`src/rtl/pmod_ad1_capture_ctrl_pkg.sv`:
```
// pmod_ad1_pkg: shared types and constants for the PMOD AD1 capture sequencer
package pmod_ad1_pkg;
  localparam int ADC_W = 12;
  localparam int BEAT_W = 16;
  localparam int CHAN_BIT = 12;
  localparam logic [1:0] TRIG_IMM = 2'd0;
  localparam logic [1:0] TRIG_RISE = 2'd1;
  localparam logic [1:0] TRIG_FALL = 2'd2;
  typedef enum logic [2:0] {IDLE, ARM, CAPTURE, FLUSH, ABORTING} state_t;
  function automatic logic [BEAT_W-1:0] mk_beat(input logic ch, input logic [ADC_W-1:0] d);
    mk_beat = '0;
    mk_beat[ADC_W-1:0] = d;
    mk_beat[CHAN_BIT] = ch;
  endfunction
endpackage

```
`src/rtl/pmod_ad1_capture_ctrl_if.sv`:
```
// pmod_ad1_capture_ctrl_if: AXI4-Stream output channel of the capture sequencer
interface pmod_ad1_capture_ctrl_if;
  logic [pmod_ad1_pkg::BEAT_W-1:0] tdata;
  logic tvalid;
  logic tready;
  logic tlast;
  modport master(output tdata, output tvalid, output tlast, input tready);
  modport slave(input tdata, input tvalid, input tlast, output tready);
endinterface

```
`src/rtl/pmod_ad1_capture_ctrl_beat_buf.sv`:
```
// pmod_ad1_beat_buf: 2-entry ordered beat buffer whose head entry is the AXIS output register
module pmod_ad1_beat_buf
  import pmod_ad1_pkg::*;
(
  input logic CLK_i,
  input logic RST_i,
  input logic push,
  input logic two,
  input logic force_last,
  input logic [BEAT_W-1:0] d0,
  input logic [BEAT_W-1:0] d1,
  input logic l0,
  input logic l1,
  output logic empty,
  pmod_ad1_capture_ctrl_if.master axis
);
  logic [1:0] cnt;
  logic [BEAT_W-1:0] b0, b1;
  logic bl0, bl1;
  logic pop;
  assign pop = cnt != 2'd0 && axis.tready;
  assign empty = cnt == 2'd0 || (cnt == 2'd1 && pop);
  assign axis.tvalid = cnt != 2'd0;
  assign axis.tdata = b0;
  assign axis.tlast = cnt != 2'd0 && (bl0 || force_last);
  // load a whole sample when drained, truncate on abort, otherwise shift on handshake
  always_ff @(posedge CLK_i) begin
    if (RST_i) begin
      cnt <= 2'd0;
      b0 <= '0;
      b1 <= '0;
      bl0 <= 1'b0;
      bl1 <= 1'b0;
    end else if (push) begin
      b0 <= d0;
      b1 <= d1;
      bl0 <= l0;
      bl1 <= l1;
      cnt <= two ? 2'd2 : 2'd1;
    end else if (force_last) begin
      bl0 <= 1'b1;
      cnt <= pop || cnt == 2'd0 ? 2'd0 : 2'd1;
    end else if (pop) begin
      b0 <= b1;
      bl0 <= bl1;
      cnt <= cnt - 2'd1;
    end
  end
endmodule

```
`src/rtl/pmod_ad1_capture_ctrl.sv`:
```
// pmod_ad1_capture_ctrl: schedules PMOD AD1 conversions, triggers, and frames results onto AXI4-Stream
module pmod_ad1_capture_ctrl
  import pmod_ad1_pkg::*;
#(
  parameter int MIN_PERIOD = 64,
  parameter int LEN_W = 16
) (
  input logic CLK_i,
  input logic RST_i,
  input logic CFG_START_i,
  input logic CFG_ABORT_i,
  input logic [15:0] CFG_PERIOD_i,
  input logic [LEN_W-1:0] CFG_LENGTH_i,
  input logic [1:0] CFG_TRIG_MODE_i,
  input logic [ADC_W-1:0] CFG_TRIG_LEVEL_i,
  input logic CFG_INTERLEAVE_i,
  output logic CONV_REQ_o,
  input logic CONV_BUSY_i,
  input logic [ADC_W-1:0] ADC_DATA0_i,
  input logic [ADC_W-1:0] ADC_DATA1_i,
  input logic ADC_VALID_i,
  pmod_ad1_capture_ctrl_if.master axis,
  output logic BUSY_o,
  output logic DONE_o,
  output logic OVERFLOW_o,
  output logic MISSED_o,
  output logic [LEN_W-1:0] SAMPLE_CNT_o
);
  state_t state, nxt;
  logic [15:0] per_q, tmr;
  logic [LEN_W-1:0] len_q, cnt_q, cnt_inc;
  logic [1:0] mode_q;
  logic [ADC_W-1:0] lvl_q, prev_q;
  logic il_q, primed_q, ovf_q, missed_q, done_q;
  logic run, pop, start_ok, fire, commit, drop, last_c, trunc, done_d, buf_empty;
  logic [BEAT_W-1:0] beat0, beat1;
  assign run = state == ARM || state == CAPTURE;
  assign pop = axis.tvalid && axis.tready;
  assign cnt_inc = cnt_q + 1'b1;
  assign last_c = cnt_inc == len_q;
  assign start_ok = CFG_START_i && !CFG_ABORT_i && CFG_LENGTH_i != '0;
  assign fire = mode_q == TRIG_RISE ? primed_q && prev_q < lvl_q && ADC_DATA0_i >= lvl_q :
                mode_q == TRIG_FALL ? primed_q && prev_q > lvl_q && ADC_DATA0_i <= lvl_q : 1'b1;
  assign commit = ADC_VALID_i && !CFG_ABORT_i && (state == ARM ? fire : state == CAPTURE && buf_empty);
  assign drop = ADC_VALID_i && !CFG_ABORT_i && state == CAPTURE && !buf_empty;
  assign trunc = CFG_ABORT_i && (state == CAPTURE || state == FLUSH) && axis.tvalid;
  assign done_d = state == FLUSH && !CFG_ABORT_i && pop && axis.tlast;
  assign beat0 = mk_beat(1'b0, ADC_DATA0_i);
  assign beat1 = mk_beat(1'b1, ADC_DATA1_i);
  assign CONV_REQ_o = run && tmr == '0 && !CONV_BUSY_i;
  assign BUSY_o = state != IDLE;
  assign DONE_o = done_q;
  assign OVERFLOW_o = ovf_q;
  assign MISSED_o = missed_q;
  assign SAMPLE_CNT_o = cnt_q;
  pmod_ad1_beat_buf u_buf (
    .CLK_i(CLK_i),
    .RST_i(RST_i),
    .push(commit),
    .two(il_q),
    .force_last(trunc),
    .d0(beat0),
    .d1(beat1),
    .l0(last_c && !il_q),
    .l1(last_c),
    .empty(buf_empty),
    .axis(axis)
  );
  // next state: abort beats everything, a truncated beat must still drain before IDLE
  always_comb begin
    nxt = state;
    case (state)
      IDLE: nxt = start_ok ? ARM : IDLE;
      ARM: nxt = CFG_ABORT_i ? IDLE : commit ? (last_c ? FLUSH : CAPTURE) : ARM;
      CAPTURE: nxt = CFG_ABORT_i ? (trunc && !pop ? ABORTING : IDLE) : commit && last_c ? FLUSH : CAPTURE;
      FLUSH: nxt = CFG_ABORT_i ? (pop ? IDLE : ABORTING) : done_d ? IDLE : FLUSH;
      ABORTING: nxt = pop ? IDLE : ABORTING;
      default: nxt = IDLE;
    endcase
  end
  // state register, request timer, configuration latch and status flags
  always_ff @(posedge CLK_i) begin
    if (RST_i) begin
      state <= IDLE;
      tmr <= '0;
      per_q <= '0;
      len_q <= '0;
      cnt_q <= '0;
      mode_q <= '0;
      lvl_q <= '0;
      prev_q <= '0;
      il_q <= 1'b0;
      primed_q <= 1'b0;
      ovf_q <= 1'b0;
      missed_q <= 1'b0;
      done_q <= 1'b0;
    end else begin
      state <= nxt;
      done_q <= done_d;
      tmr <= run && tmr != per_q - 16'd1 ? tmr + 16'd1 : '0;
      if (state == IDLE && start_ok) begin
        per_q <= CFG_PERIOD_i < 16'(MIN_PERIOD) ? 16'(MIN_PERIOD) : CFG_PERIOD_i;
        len_q <= CFG_LENGTH_i;
        mode_q <= CFG_TRIG_MODE_i;
        lvl_q <= CFG_TRIG_LEVEL_i;
        il_q <= CFG_INTERLEAVE_i;
        cnt_q <= '0;
        ovf_q <= 1'b0;
        missed_q <= 1'b0;
        primed_q <= 1'b0;
      end else begin
        if (commit) cnt_q <= cnt_inc;
        if (drop) ovf_q <= 1'b1;
        if (run && tmr == '0 && CONV_BUSY_i) missed_q <= 1'b1;
        if (state == ARM && ADC_VALID_i) begin
          prev_q <= ADC_DATA0_i;
          primed_q <= 1'b1;
        end
      end
    end
  end
endmodule

```
`src/flat_wrapper.sv`:
```
// flat-port wrapper written by rule: the top's interface ports become plain ports
module pmod_ad1_capture_ctrl_flat import pmod_ad1_pkg::*;
#(
  parameter int MIN_PERIOD = 64,
  parameter int LEN_W = 16
)
  (CLK_i, RST_i, CFG_START_i, CFG_ABORT_i, CFG_PERIOD_i, CFG_LENGTH_i, CFG_TRIG_MODE_i, CFG_TRIG_LEVEL_i, CFG_INTERLEAVE_i, CONV_REQ_o, CONV_BUSY_i, ADC_DATA0_i, ADC_DATA1_i, ADC_VALID_i, BUSY_o, DONE_o, OVERFLOW_o, MISSED_o, SAMPLE_CNT_o, axis_tdata, axis_tvalid, axis_tlast, axis_tready);
  pmod_ad1_capture_ctrl_if axis_i ();
  input logic CLK_i;
  input logic RST_i;
  input logic CFG_START_i;
  input logic CFG_ABORT_i;
  input logic [15:0] CFG_PERIOD_i;
  input logic [LEN_W-1:0] CFG_LENGTH_i;
  input logic [1:0] CFG_TRIG_MODE_i;
  input logic [ADC_W-1:0] CFG_TRIG_LEVEL_i;
  input logic CFG_INTERLEAVE_i;
  output logic CONV_REQ_o;
  input logic CONV_BUSY_i;
  input logic [ADC_W-1:0] ADC_DATA0_i;
  input logic [ADC_W-1:0] ADC_DATA1_i;
  input logic ADC_VALID_i;
  output logic BUSY_o;
  output logic DONE_o;
  output logic OVERFLOW_o;
  output logic MISSED_o;
  output logic [LEN_W-1:0] SAMPLE_CNT_o;
  output wire logic [$bits(axis_i.tdata)-1:0] axis_tdata;
  output wire logic [$bits(axis_i.tvalid)-1:0] axis_tvalid;
  output wire logic [$bits(axis_i.tlast)-1:0] axis_tlast;
  input wire logic [$bits(axis_i.tready)-1:0] axis_tready;
  assign axis_tdata = axis_i.tdata;
  assign axis_tvalid = axis_i.tvalid;
  assign axis_tlast = axis_i.tlast;
  assign axis_i.tready = axis_tready;
  pmod_ad1_capture_ctrl #(.MIN_PERIOD(MIN_PERIOD), .LEN_W(LEN_W)) u_core (.CLK_i(CLK_i), .RST_i(RST_i), .CFG_START_i(CFG_START_i), .CFG_ABORT_i(CFG_ABORT_i), .CFG_PERIOD_i(CFG_PERIOD_i), .CFG_LENGTH_i(CFG_LENGTH_i), .CFG_TRIG_MODE_i(CFG_TRIG_MODE_i), .CFG_TRIG_LEVEL_i(CFG_TRIG_LEVEL_i), .CFG_INTERLEAVE_i(CFG_INTERLEAVE_i), .CONV_REQ_o(CONV_REQ_o), .CONV_BUSY_i(CONV_BUSY_i), .ADC_DATA0_i(ADC_DATA0_i), .ADC_DATA1_i(ADC_DATA1_i), .ADC_VALID_i(ADC_VALID_i), .axis(axis_i), .BUSY_o(BUSY_o), .DONE_o(DONE_o), .OVERFLOW_o(OVERFLOW_o), .MISSED_o(MISSED_o), .SAMPLE_CNT_o(SAMPLE_CNT_o));
endmodule
```
`config.mk`:
```
export PLATFORM = sky130hd
export DESIGN_NAME = pmod_ad1_capture_ctrl_flat
export DESIGN_NICKNAME = d
export VERILOG_FILES = /design/src/rtl/pmod_ad1_capture_ctrl_pkg.sv /design/src/rtl/pmod_ad1_capture_ctrl_if.sv /design/src/rtl/pmod_ad1_capture_ctrl_beat_buf.sv /design/src/rtl/pmod_ad1_capture_ctrl.sv /design/src/flat_wrapper.sv
export SDC_FILE = /design/constraint.sdc
export NUM_CORES = 1
export LEC_CHECK = 0
export BUFFER_PORTS_ARGS = -buffer_cell sky130_fd_sc_hd__buf_2
export CORE_ASPECT_RATIO = 1.4
export CORE_UTILIZATION = 52
export DETAILED_ROUTE_END_ITERATION = 6
export PLACE_DENSITY = 0.77
export SETUP_SLACK_MARGIN = 0.5
export SYNTH_ARGS = -nofsm -noshare
export SYNTH_HDL_FRONTEND = slang
export SYNTH_HIERARCHICAL = 1
export SYNTH_SLANG_ARGS = --single-unit
```
`constraint.sdc`:
```
create_clock -name CLK_i -period 3.34 [get_ports CLK_i]
set_input_delay 0.835 -clock CLK_i [delete_from_list [all_inputs] [get_ports CLK_i]]
set_output_delay 0.835 -clock CLK_i [all_outputs]
set_load 0.005 [all_outputs]
```
---- After elaboration in Yosys (flattened, before gate mapping) ----
Index checks and enable logic that the tools add are counted.
word-level totals
  bits in registers ....................... 128
  input port bits ......................... 78
  output and inout bits ................... 39
  word-level logic and storage cells ...... 119
cells by class
  add/sub/neg operators ................... 4
  order comparisons ....................... 5
  equal/unequal tests ..................... 10
  muxes and demuxes ....................... 26
  bitwise logic cells ..................... 3
  reduce and logical (&&, ||, !) cells .... 52
operators by type and width
  cell                                                         count
  2-to-1 mux 12 bit                                            3
  adder 16 x 1 -> 16 bit, second input constant                2
  logical AND 1 bit                                            28
  2-to-1 mux 3 bit                                             6
  == test 16 bit                                               1
  zero test 16 bit                                             1
  less-than comparator 16 x 7 -> 1 bit, second input constant  1
  2-to-1 mux 16 bit                                            1
  inequality test 16 bit                                       1
  nonzero test 16 bit                                          1
  subtractor 16 x 1 -> 16 bit, second input constant           1
  case mux 3 bit (5 select lines)                              1
  greater-or-equal comparator 12 bit                           1
  > comparator 12 bit                                          1
  less-or-equal comparator 12 bit                              1
  less-than comparator 12 bit                                  1
  2-to-1 mux 1 bit                                             10
  2-to-1 mux 2 bit                                             5
  == test 3 x 2 -> 1 bit, second input constant                2
  AND reduction 2 bit                                          3
  nonzero test 3 bit                                           2
  OR reduction 2 bit                                           3
  zero test 1 bit                                              5
  logical OR 1 bit                                             5
  10 further kinds                                             14

---- Depth between registers and ports, before layout ----
Gate-level depths: netlist of run 1.
  depth after elaboration ................. 11
  depth in mapped cells ................... 13

---- Modules after synthesis ----
The synthesis of run 1 kept the hierarchy.
modules (own cells, without submodules)
  module                 times used  cells each  area each (µm²)  sequential area each (µm²)
  pmod_ad1_capture_ctrl  1           701         5828.1           1961.9
  pmod_ad1_beat_buf      1           159         1662.8           720.7

---- Worst setup path after synthesis of run 1 ----
Ideal clock, no wire load.
  path kind ............................... input to register
  from .................................... input ADC_DATA0_i[7]
  to ...................................... register u_core.u_buf.b0[4] (netlist: u_core/u_buf/axis.tdata[4])
  library setup time ...................... 133 ps
  arrival ................................. 3324 ps
  required time ........................... 3207 ps
  path slack .............................. -117 ps
  stages .................................. 12
  cell sequence ........................... ha_1 > a21oi_1 > o21ai_0 > a221oi_1 > o211a_1 > o311ai_1 > clkbuf_1 > nand2_1 > buf_2 > buf_4 > mux2i_1 > a211oi_4
on the way
  cells in the longest elaborated chain, start to end .. 8
  elaborated cells on any way between the ends .. 12
ends and longest elaborated chain
  element                                                                                       line                                  text
  start: declaration                                                                            flat_wrapper.sv:20                    input logic [ADC_W-1:0] ADC_DATA0_i;
  less-or-equal comparator 12 bit                                                               pmod_ad1_capture_ctrl.sv:43           mode_q == TRIG_FALL ? primed_q && prev_q > lvl_q && ADC_DATA0_i <= lvl_q : 1'b1;
  logical AND 1 bit                                                                             pmod_ad1_capture_ctrl.sv:43
  2-to-1 mux 1 bit                                                                              pmod_ad1_capture_ctrl.sv:43
  2-to-1 mux 1 bit *                                                                            pmod_ad1_capture_ctrl.sv:42           assign fire = mode_q == TRIG_RISE ? primed_q && prev_q < lvl_q && ADC_DATA0_i >= lvl_q :
  2-to-1 mux 1 bit *                                                                            pmod_ad1_capture_ctrl.sv:44           assign commit = ADC_VALID_i && !CFG_ABORT_i && (state == ARM ? fire : state == CAPTURE && buf_empty);
  logical AND 1 bit *                                                                           pmod_ad1_capture_ctrl.sv:44
  via u_core.commit                                                                             pmod_ad1_capture_ctrl.sv:35           logic run, pop, start_ok, fire, commit, drop, last_c, trunc, done_d, buf_empty;
  inequality test 2 x 1 -> 1 bit (no source line) / nonzero test 2 bit (equally long branches)  n/a
  AND reduction 2 bit (no source line)                                                          n/a
  end signal: assignment                                                                        pmod_ad1_capture_ctrl_beat_buf.sv:30  b0 <= '0;
  end signal: assignment                                                                        pmod_ad1_capture_ctrl_beat_buf.sv:35  b0 <= d0;
  end signal: assignment                                                                        pmod_ad1_capture_ctrl_beat_buf.sv:44  b0 <= b1;
  end: declaration                                                                              pmod_ad1_capture_ctrl_beat_buf.sv:18  logic [BEAT_W-1:0] b0, b1;
Mark *: on every way through the listed nets, which the timed path passes. The rest lies on a longest branch.
A chain may end at the register's enable or synchronous reset.

---- Worst setup path in the final report of run 1 ----
  from .................................... register u_core.per_q[7]
  to ...................................... register u_core.tmr[3]
on the way
  cells in the longest elaborated chain, start to end .. 5
ends and longest elaborated chain
  element                              line                          text
  start: declaration                   pmod_ad1_capture_ctrl.sv:30   logic [15:0] per_q, tmr;
  start signal: assignment             pmod_ad1_capture_ctrl.sv:102  per_q <= CFG_PERIOD_i < 16'(MIN_PERIOD) ? 16'(MIN_PERIOD) : CFG_PERIOD_i;
  subtractor 16 x 1 -> 16 bit          pmod_ad1_capture_ctrl.sv:100  tmr <= run && tmr != per_q - 16'd1 ? tmr + 16'd1 : '0;
  inequality test 16 bit               pmod_ad1_capture_ctrl.sv:100
  logical AND 1 bit                    pmod_ad1_capture_ctrl.sv:100
  NOT 1 bit (no source line)           n/a
  OR reduction 2 bit (no source line)  n/a
  end signal: assignment               pmod_ad1_capture_ctrl.sv:100
  end: declaration                     pmod_ad1_capture_ctrl.sv:30
No other way between the ends.

==> results of run 1 <==
==> placed cells by master, fill, tap and decap left out, types with 7 or more instances in the layout <==
cell	Yosys	layout
or4_1	14	11
dfxtp_2	0	16
inv_1	32	28
buf_2	8	115
o21ai_0	14	11
nand3_1	35	34
dfxtp_1	134	112
clkbuf_16	0	17
xnor2_1	36	34
a211oi_2	10	13
nand4_1	29	29
nand2_1	49	48
conb_1	2	8
nor3_1	30	27
ha_4	0	10
nor4_1	23	20
a22o_1	9	9
and4_1	10	10
nor2_1	101	94
a211oi_1	11	8
xor2_1	19	19
nor2b_1	11	10
a31oi_1	11	11
ha_1	31	21
buf_4	1	32
a21oi_1	35	34
and3_1	8	7
mux2i_1	75	74
==> cell usage after synthesis (all sizes together), types with 16 or more instances <==
cell type	instances
a211oi	22
a21oi	35
buf	21
clkbuf	34
dfxtp	134
ha	31
inv	32
mux2i	75
nand2	49
nand3	35
nand4	29
nor2	101
nor3	30
nor4	24
or4	16
xnor2	36
xor2	19
==> repair_timing <==
item	in CTS	in global routing
endpoints found under the setup margin	33	53
gates cloned	0	2
resized for setup	12	68
setup buffers	0	16
pin swaps	0	25
==> power by group through the flow <==
stage / Clock, mW / Combinational, mW / Sequential, mW
6_report: 1.87 / 0.782 / 1.75
5_1_grt: 1.97 / 0.862 / 1.76
4_1_cts: 1.89 / 0.722 / 1.75
3_5_place_dp: 0 / 0.712 / 1.78
3_3_place_gp: 0 / 0.698 / 1.78
2_1_floorplan: 0 / 0.513 / 1.77
==> registers in the layout, summed over array words and instances (netlist names), 12 cells and up <==
signal / flops
u_core/lvl_q: 12
u_core/prev_q: 12
u_core/SAMPLE_CNT_o: 16
u_core/u_buf/axis.tdata: 16
u_core/tmr: 16
u_core/per_q: 16
u_core/u_buf/b1: 16
u_core/len_q: 16
==> critical path, stage by stage (launching register included) <==
cell	delay, ns
dfxtp_4	0.36
or4_4	0.55
or4_4	0.54
or4_4	0.45
o21ai_4	0.09
o311ai_4	0.13
o311ai_4	0.40
buf_6	0.19
nor2_1	0.06
==> path summary, 6_finish.rpt <==
path | endpoint | slack [ns] | from
worst max-delay path | u_core/tmr[3] | 0.45 | u_core/per_q[7]
worst min-delay path | u_core/tmr[0] | 0.45 | u_core/tmr[0]
worst max register to register | u_core/tmr[3] | 0.45 | u_core/per_q[7]
worst min register to register | u_core/tmr[0] | 0.45 | u_core/tmr[0]
==> routing by layer <==
metal  share of wire (%)  vias up
li1                    -     3369
met1                  41     3241
met2                  51      246
met3                 5.3       45
met4                 2.6        0
met5                   0        -
==> kinds of logic (layout without fill, tap and decap cells) <==
group,Yosys count,in the layout,synth area share [%]
XOR/XNOR,55,55,6.43
buffers and inverters,88,217,5.31
flip-flops,134,134,35.8
multiplexers,75,75,10.0
AND/OR/NAND/NOR,341,342,23.8
other,2,9,0.100
AO/OA/AOI/OAI,134,134,13.4
adder cells (fa/ha/maj),31,31,5.18
==> per-stage QoR <==
| step | hold slack [ns] | cell area (µm²) | util, % | std cells |
|---|---|---|---|---|
| 2_1_floorplan | 0.436 | 7690 | - | 866 |
| 3_3_place_gp | 0.445 | 8370 | 59.9 | 1131 |
| 3_5_place_dp | 0.454 | 8370 | 59.9 | 1131 |
| 4_1_cts | 0.461 | 9010 | 64.5 | 1163 |
| 5_1_grt | 0.461 | 9370 | 67.1 | 1182 |
| 6_report | 0.453 | 9370 | 67.1 | 1182 |
==> final cells by class <==
class | instances | area (µm²)
tap | 185 | 231
fill | 1139 | 4600
sequential | 134 | 2730
antenna | 1 | 2.50
multi-input combinational | 645 | 4800
clock inverter | 10 | 119
inverter | 32 | 123
clock buffer | 22 | 474
timing repair buffer | 153 | 901
==> reports/summary.txt, run 1 <==
Grt met3 use -> 5.17%
Final nets -> 1092
Initial antenna violation count -> 1
Pre-CTS setup slack -> 0.145 ns
Distinct cells, synth -> 65
Max Cap Viol -> 0
DR pass1 iterations -> 5
Num ports -> 117
Logic pwr share -> 17.8%
Internal -> 3.20 mW
Largest net degree at the start of global routing -> 46
Clk root buf -> clkbuf_16
Antenna Nets Post-Route -> 0
Htree depth -> 4
WS Path Type -> reg2reg
HP Class -> reg2reg
Unrepaired setup endpoints after global routing -> yes
Via count -> 6901
Sequential cell area fraction in the yosys report -> 35.8%
Clk sinks -> 134
Crit Path Max Fanout -> 8
Top-area cell type share of the netlist area -> 35.8%
TritonCTS Buffers -> 17
Register bit count reported by yosys -> 134
Met1 Use GR -> 30.8%
Post-DP HPWL -> 13800 µm
First-pass GRT wire length -> 30200 µm
CP Launch Type -> flop
Aggregate global routing overflow -> 0
Skew final -> 0.0119 ns
Core area -> 14000 µm²
Max clock buf depth -> 2
Worst EP arrival -> 3.18 ns
Largest area contributor in the netlist -> dfxtp_1
Die X -> 103 µm
Share of cells above drive strength 1 -> 27.5%
Placer congestion estimate -> 0.909
Avg Inst Size Synth -> 8.71 µm²
Rows -> 51
Die ar. -> 14900 µm²
Top_reg_cell synth -> dfxtp_1
DRC -> 0
Cell Area, Synth -> 7490 µm²
NetSw -> 1.20 mW
Final Hold Viols -> 0
Post-synth ARST share -> 0%
Post-synth EDFFs -> 0
Initial drt markers -> 332
Worst skew pair latency -> 0.41 ns
Vias/cell -> 5.84
Total Power -> 4.40 mW
Yosys warns -> 6
Hold depth -> 1
Met2 GRT Util -> 46.5%
Setup ws final -> 0.454 ns
Worst VDD drop -> 0.000350 V
Seq pwr share -> 39.7%
Pwr/cell area -> 469 nW/µm²
Clk slew on worst S/H paths -> 0.06 ns
Post-CTS Hold Buffers -> 0
DRT Wirelength -> 20200 µm
Die height -> 144 µm
Final worst path period share -> 86.4%
Fin crit period -> 2.89 ns
Worst Setup End Kind -> flop
All-Layer GR Usage -> 26.4%
TritonCTS clock tree -> done
P&R area growth vs syn -> 25.1%
Wire per inst -> 17.1 µm
Post-Syn Instances -> 860
Switching share of power -> 27.2%
Port Buffers -> 116
Initial Util -> 53.6%
Worst Max-Slew Pin Slew -> 0.954 ns
Setup tns final -> 0 ns
Synth top area cells -> dfxtp_1, mux2i_1, ha_1
Clock share of power -> 42.5%
Outcome -> finished, final reports clean
Static Leak -> 3.56 nW
R2R depth -> 8
Finish-stage setup viols -> 0
Worst path required time -> 3.64 ns
Max Transition Viols Final -> 0
Grt peak-use layer -> met2
Vias in the first global route -> 6251
Relative slew slack -> 36.3%
Max Freq -> 0.347 GHz
(Power assumes the default switching activity.)
==> inputs of run 2 (changes only) <==
Settings changed: ABC_AREA set to 1.
==> run 2 against run 1 <==
Effect of this change:
- synthesized area fell by 3.8%
- die area down 3.7%
- maximum frequency grew 7.9%
- largest power group is now registers
- sequential power about the same
- clock-buffer cell count shrank 2
==> reports/summary.txt, run 2 <==
CP Launch Type -> flop
Post-Syn Instances -> 1035 (+20%)
Worst Setup End Kind -> primary output
TritonCTS Buffers -> 17 (unchanged)
Clk sinks -> 134 (unchanged)
Sequential cell area fraction in the yosys report -> 37.2% (+1.4 points)
Final std cells w/o fill -> 1351 (+14%)
Worst EP arrival -> 1.84 ns (-1.34 ns)
Max Transition Viols Final -> 0 (unchanged)
Fillers -> 1205 (+5.8%)
Antenna fix cells -> 0 (-1)
Met3 wire length -> 968 µm (-8.7%)
Top_reg_cell synth -> dfxtp_1
Wire per inst -> 13.5 µm (-21%)
Port Buffers -> 116 (unchanged)
Top-area cell type share of the netlist area -> 37.2% (+1.4 points)
Crit Path Max Fanout -> 6 (-2)
Via count -> 6887 (-0.20%)
Max clock buf depth -> 2 (unchanged)
Commonest cells post-synth -> nand2_1, dfxtp_1, inv_1, nor2_1, nand3_1
Die ar. -> 14300 µm² (-3.7%)
Worst skew pair latency -> 0.43 ns (+0.02 ns)
Slowest cell on the critical path -> dfxtp_1
Worst VDD drop -> 0.000403 V (+15%)
Placer congestion estimate -> 0.902 (-0.84%)
Dpl cells -> 1319 (+17%)
Num ports -> 117 (unchanged)
Register bit count reported by yosys -> 134 (unchanged)
Most frequent cells in the layout -> nand2_1, dfxtp_1, buf_2
Routed length on met2 -> 9020 µm (-12%)
Htree depth -> 4 (unchanged)
Share of cells above drive strength 1 -> 18.8% (-8.7 points)
Final worst path period share -> 80.1% (-6.3 points)
Post-synth ARST share -> 0% (unchanged)
Avg Inst Size Synth -> 6.96 µm² (-20%)
Unrepaired setup endpoints after global routing -> no
Cell Area, Synth -> 7210 µm² (-3.8%)
Worst path required time -> 2.50 ns (-1.14 ns)
Setup tns final -> 0 ns (unchanged)
Worst Max-Slew Pin Slew -> 0.775 ns (-0.179 ns)
Initial drt markers -> 278 (-16%)
Finish-stage setup viols -> 0 (unchanged)
Max Cap Viol -> 0 (unchanged)
Die X -> 101 µm (-1.9%)
Skew final -> 0.00958 ns (-0.00228 ns)
Pwr/cell area -> 473 nW/µm² (+0.86%)
Post-synth EDFFs -> 0 (unchanged)
Placed Area -> 7960 µm² (-5.0%)
Relative slew slack -> 48.2% (+12 points)
Static Leak -> 3.86 nW (+8.6%)
Final Util -> 63.2% (-3.8 points)
Distinct cells, synth -> 46 (-29%)
Antenna Nets Post-Route -> 0 (unchanged)
Vias/cell -> 5.10 (-13%)
Commonest non-fill, non-tap cell in the layout -> nand2_1
Largest area contributor in the netlist -> dfxtp_1
Ordered cell list for the critical path -> inv_1, ha_1, inv_1, nand2_1, nor2_1, buf_4, nor2_1, nor2_2, buf_2
Final Hold Viols -> 0 (unchanged)
Post-DP HPWL -> 13600 µm (-1.5%)
Core area -> 13500 µm² (-3.8%)
WS Path Type -> reg2out
HP Class -> reg2reg
Fin crit period -> 2.68 ns (-0.211 ns)
Yosys warns -> 6 (unchanged)
Vias in the first global route -> 6374 (+2.0%)
DRC -> 0 (unchanged)
Initial antenna violation count -> 1 (unchanged)
Final nets -> 1266 (+16%)
Uppermost layer routed -> met4
Count leader, synth -> nand2_1
DR pass1 iterations -> 6 (+1)
Final instance area -> 8510 µm² (-9.3%)
Aggregate global routing overflow -> 0 (unchanged)
First-pass GRT wire length -> 29400 µm (-2.7%)
Max Freq -> 0.374 GHz (+7.9%)
Rows -> 50 (-2.0%)
P&R area growth vs syn -> 18.0%
CP top delay family -> buffers and inverters
Outcome -> finished, final reports clean
CP peak stage delay -> 0.37 ns (-0.18 ns)
M1 WL -> 7540 µm (-9.1%)
Initial Util -> 53.6% (about the same)
DRT Wirelength -> 18300 µm (-9.4%)
Synth top area cells -> dfxtp_1, nand2_1, inv_1
Combined buffer and inverter count along the critical path -> 4 (+3)
Clk slew on worst S/H paths -> 0.05 ns (about the same)
Largest net degree at the start of global routing -> 43 (-6.5%)
TritonCTS clock tree -> done
Post-CTS Hold Buffers -> 0 (unchanged)
All-Layer GR Usage -> 26.5% (+0.091 points)
Die height -> 141 µm (-1.9%)
Clk root buf -> clkbuf_16
==> run 2: worst paths after layout <==
check	from	end	slack [ns]	cells past startpoint
max	u_core/u_buf/cnt[0]	axis_tlast	0.66	9
max reg2reg	u_core/lvl_q[11]	u_core/SAMPLE_CNT_o[15]	0.75	15
min	u_core/MISSED_o	u_core/MISSED_o	0.46	1
min reg2reg	u_core/MISSED_o	u_core/MISSED_o	0.46	1
==> run 2: worst reg2reg max path, cell delays in order (launching register included) <==
cell and delay, ns:
dfxtp_1 0.30, inv_1 0.08, ha_1 0.30, nand2_1 0.10, nor2_1 0.16, nand2_1 0.12
a21oi_1 0.13, nor2_1 0.06, nor2_1 0.11, nand2_1 0.06, nand2_1 0.07, nand2_2 0.08
a21boi_4 0.26, buf_4 0.33, o21ai_0 0.15, a21oi_1 0.19
==> run 2: kinds of logic (layout without fill, tap and decap cells) <==
kind of cell / Yosys count / after routing / share of synthesized area (%)
AO/OA/AOI/OAI: 155 / 155 / 12.2
XOR/XNOR: 40 / 40 / 4.86
adder cells (fa/ha/maj): 31 / 31 / 5.38
buffers and inverters: 155 / 283 / 9.17
flip-flops: 134 / 134 / 37.2
other: 2 / 8 / 0.104
AND/OR/NAND/NOR: 518 / 518 / 31.0
==> run 2: metal layers <==
layer	vias to the layer above	global-route usage (%)
li1	3542	-
met1	3109	30.0
met2	193	45.7
met3	43	5.22
met4	0	15.3
met5	-	0
==> run 2: power breakdown <==
| group | switching, mW | internal (mW) |
|---|---|---|
| combinational | 0.376 | 0.238 |
| clock | 0.714 | 0.962 |
| sequential | 0.0528 | 1.68 |
==> run 2: repair_timing <==
item	4_1_cts	5_1_grt
setup endpoints to repair	0	16
gates resized for setup	0	3
setup buffers	0	1
==> run 2: area by class of cell <==
class                      count  area [µm²]  area share, %
clock buffer                  20         447           5.25
clock inverter                11        78.8          0.927
inverter                     125         474           5.58
multi-input combinational    752        3930           46.2
sequential                   134        2680           31.5
tap                          182         228           2.68
timing repair buffer         127         667           7.84
==> run 2: metrics by stage <==
step	hold slack, ns	setup slack (ns)	total power, mW
floorplan	0.433	0.508	2.18
finish	0.459	0.665	4.03
global placement	0.444	0.363	2.36
CTS	0.460	0.588	4.05
global route	0.481	0.510	4.21
detailed placement	0.451	0.317	2.37
==> inputs of run 3 (changes only) <==
Clock period 3.34 ns to 2.37 ns, I/O delays scaled along.
==> run 3 against run 2 <==
Effect of this change:
- the flow now finishes with violations (negative setup slack)
- hold slack got worse by 0.090 ns
- sequential power increased by 42%
- largest power group is now clock
- routed wire length increased by 49%
- design area increased by 26%
==> reports/summary.txt, run 3 (same netlist as run 2, synthesis figures left out) <==
Outcome -> finished, violations left
Failing checks -> negative setup slack
Fin crit period -> 2.63 ns
Share of cells above drive strength 1 -> 40.3% (+21 points)
Num ports -> 117 (unchanged)
Final worst path period share -> 111%
Placer congestion estimate -> 0.887 (-1.7%)
WS Path Type -> reg2reg
HP Class -> in2reg
Setup ws final -> -0.260 ns (-0.925 ns)
Final std cells w/o fill -> 1458 (+7.9%)
Max Cap Viol -> 0 (unchanged)
Commonest non-fill, non-tap cell in the layout -> nand2_1
Crit path depth -> 16 (+7)
TritonCTS Buffers -> 17 (unchanged)
Fillers -> 779 (-35%)
Max Transition Viols Final -> 0 (unchanged)
Hold depth -> 3 (+2)
Min-Delay Endpoint -> u_core/lvl_q[6]
DRC -> 0 (unchanged)
Worst path required time -> 2.70 ns (+0.20 ns)
Vias/cell -> 5.72 (+12%)
Initial drt markers -> 602 (+120%)
TritonCTS clock tree -> done
Max clock buf depth -> 2 (unchanged)
Wire per inst -> 18.6 µm (+38%)
Port Buffers -> 116 (unchanged)
Antenna Nets Post-Route -> 0 (unchanged)
Finish-stage setup viols -> 50 (+50)
Reg-to-reg slack, setup -> -0.26 ns (-1.01 ns)
Hold path start -> CFG_TRIG_LEVEL_i[6]
Static Leak -> 4.78 nW (+24%)
Final Util -> 79.8% (+17 points)
Relative slew slack -> 64.5% (+16 points)
Dpl cells -> 1369 (+3.8%)
Initial Util -> 53.6% (unchanged)
Pwr/cell area -> 608 nW/µm² (+28%)
Clk root buf -> clkbuf_16
DR pass1 iterations -> 5 (-1)
Worst Setup End Kind -> flop
Initial antenna violation count -> 1 (unchanged)
RR Endpoint -> u_core/u_buf/b1[1]
Max Freq -> 0.380 GHz
Final Hold Viols -> 0 (unchanged)
P&R area growth vs syn -> 48.9%
Core area -> 13500 µm² (unchanged)
Die ar. -> 14300 µm² (unchanged)
First-pass GRT wire length -> 35200 µm (+20%)
Largest net degree at the start of global routing -> 36 (-16%)
Ordered cell list for the critical path -> ha_4, nand2_1, a21oi_2, nor2_2, nand2_1, nor2_1, nor2_1, nand2_2, nand2_2, nand2_4, a21boi_4, buf_12, buf_12, buf_12, nand2_1, a21oi_1
Htree depth -> 4 (unchanged)
CP top delay family -> simple AND/OR/NAND/NOR gates
Via count -> 8336 (+21%)
Die height -> 141 µm (unchanged)
Crit Path Max Fanout -> 7 (+1)
Worst VDD drop -> 0.000493 V (+22%)
Vias in the first global route -> 7648 (+20%)
R2R depth -> 16 (+1)
Worst Max-Slew Pin Slew -> 0.530 ns (-0.245 ns)
Aggregate global routing overflow -> 0 (unchanged)
CP Launch Type -> flop
Worst EP arrival -> 2.96 ns (+1.12 ns)
Rows -> 50 (unchanged)
Post-CTS Hold Buffers -> 0 (unchanged)
Antenna fix cells -> 0 (unchanged)
Clk sinks -> 134 (unchanged)
Clk slew on worst S/H paths -> 0.07 ns (+0.02 ns)
Combined buffer and inverter count along the critical path -> 3 (-1)
CP peak stage delay -> 0.36 ns (about the same)
Most frequent cells in the layout -> nand2_1, buf_2, dfxtp_1
Slowest cell on the critical path -> dfxtp_1
Final nets -> 1372 (+8.4%)
R2r startpoint -> u_core/prev_q[9]
Worst skew pair latency -> 0.42 ns (about the same)
Unrepaired setup endpoints after global routing -> yes
All-Layer GR Usage -> 31.5% (+5.1 points)
Die X -> 101 µm (unchanged)
DRT Wirelength -> 27200 µm (+49%)
Post-DP HPWL -> 14600 µm (+7.6%)
Skew final -> 0.0124 ns (+0.00287 ns)
[run 3: worst min-delay path, stage by stage]
cell     delay (ns)
buf_2          0.07
nand2_1        0.04
o21ai_0        0.05
[run 3: per-layer routing]
layer / wire length, µm / track usage, % / up-vias
li1: - / - / 3776
met1: 9330 / 32.7 / 3887
met2: 13500 / 56.2 / 493
met3: 2000 / 6.40 / 180
met4: 2400 / 21.6 / 0
met5: 0 / 0 / -
[run 3: stage by stage]
stage | area [µm²] | setup slack [ns] | setup TNS (ns) | total power, mW | hold WS (ns)
2_1_floorplan | 7410 | -0.156 | -2.34 | 3.09 | 0.433
3_3_place_gp | 8580 | -0.203 | -6.60 | 3.44 | 0.441
3_5_place_dp | 8580 | -0.271 | -8.23 | 3.46 | 0.450
4_1_cts | 9850 | 0.0342 | 0 | 6.21 | 0.362
5_1_grt | 10700 | -0.322 | -9.07 | 6.75 | 0.372
6_report | 10700 | -0.260 | -5.08 | 6.52 | 0.369
[run 3: timing repair]
item,CTS,global route
gates resized for setup,113,180
cloned,4,4
hold endpoints to repair,0,0
setup buffers,33,16
setup endpoints to repair,76,112
pin swaps,33,68
[run 3: how the worst max path moves through the flow]
stage | end | from | slack (ns)
final | u_core/u_buf/b1[1] | u_core/prev_q[9] | -0.26
after detailed placement | u_core/u_buf/axis.tdata[10] | ADC_DATA0_i[10] | -0.27
after CTS | u_core/u_buf/cnt[0] | u_core/lvl_q[11] | 0.03
after global placement | u_core/u_buf/axis.tdata[13] | ADC_DATA0_i[5] | -0.20
after floorplan | u_core/u_buf/axis.tdata[0] | ADC_DATA0_i[9] | -0.16
after global routing | u_core/u_buf/b1[1] | u_core/lvl_q[3] | -0.32
[run 3: layout make-up]
cell class,count,area (µm²),area share [%]
clock buffer,17,425,3.96
clock inverter,15,158,1.47
inverter,125,484,4.51
multi-input combinational,752,4860,45.3
sequential,134,2730,25.4
tap,182,228,2.12
timing repair buffer,232,1840,17.2
timing repair inverter,1,6.26,0.0583
[run 3: power by group]
group	internal, mW	switching (mW)	total [mW]
Combinational	0.613	0.795	1.41
Sequential	2.37	0.0900	2.46
Clock	1.49	1.17	2.66
Total	4.47	2.05	6.52
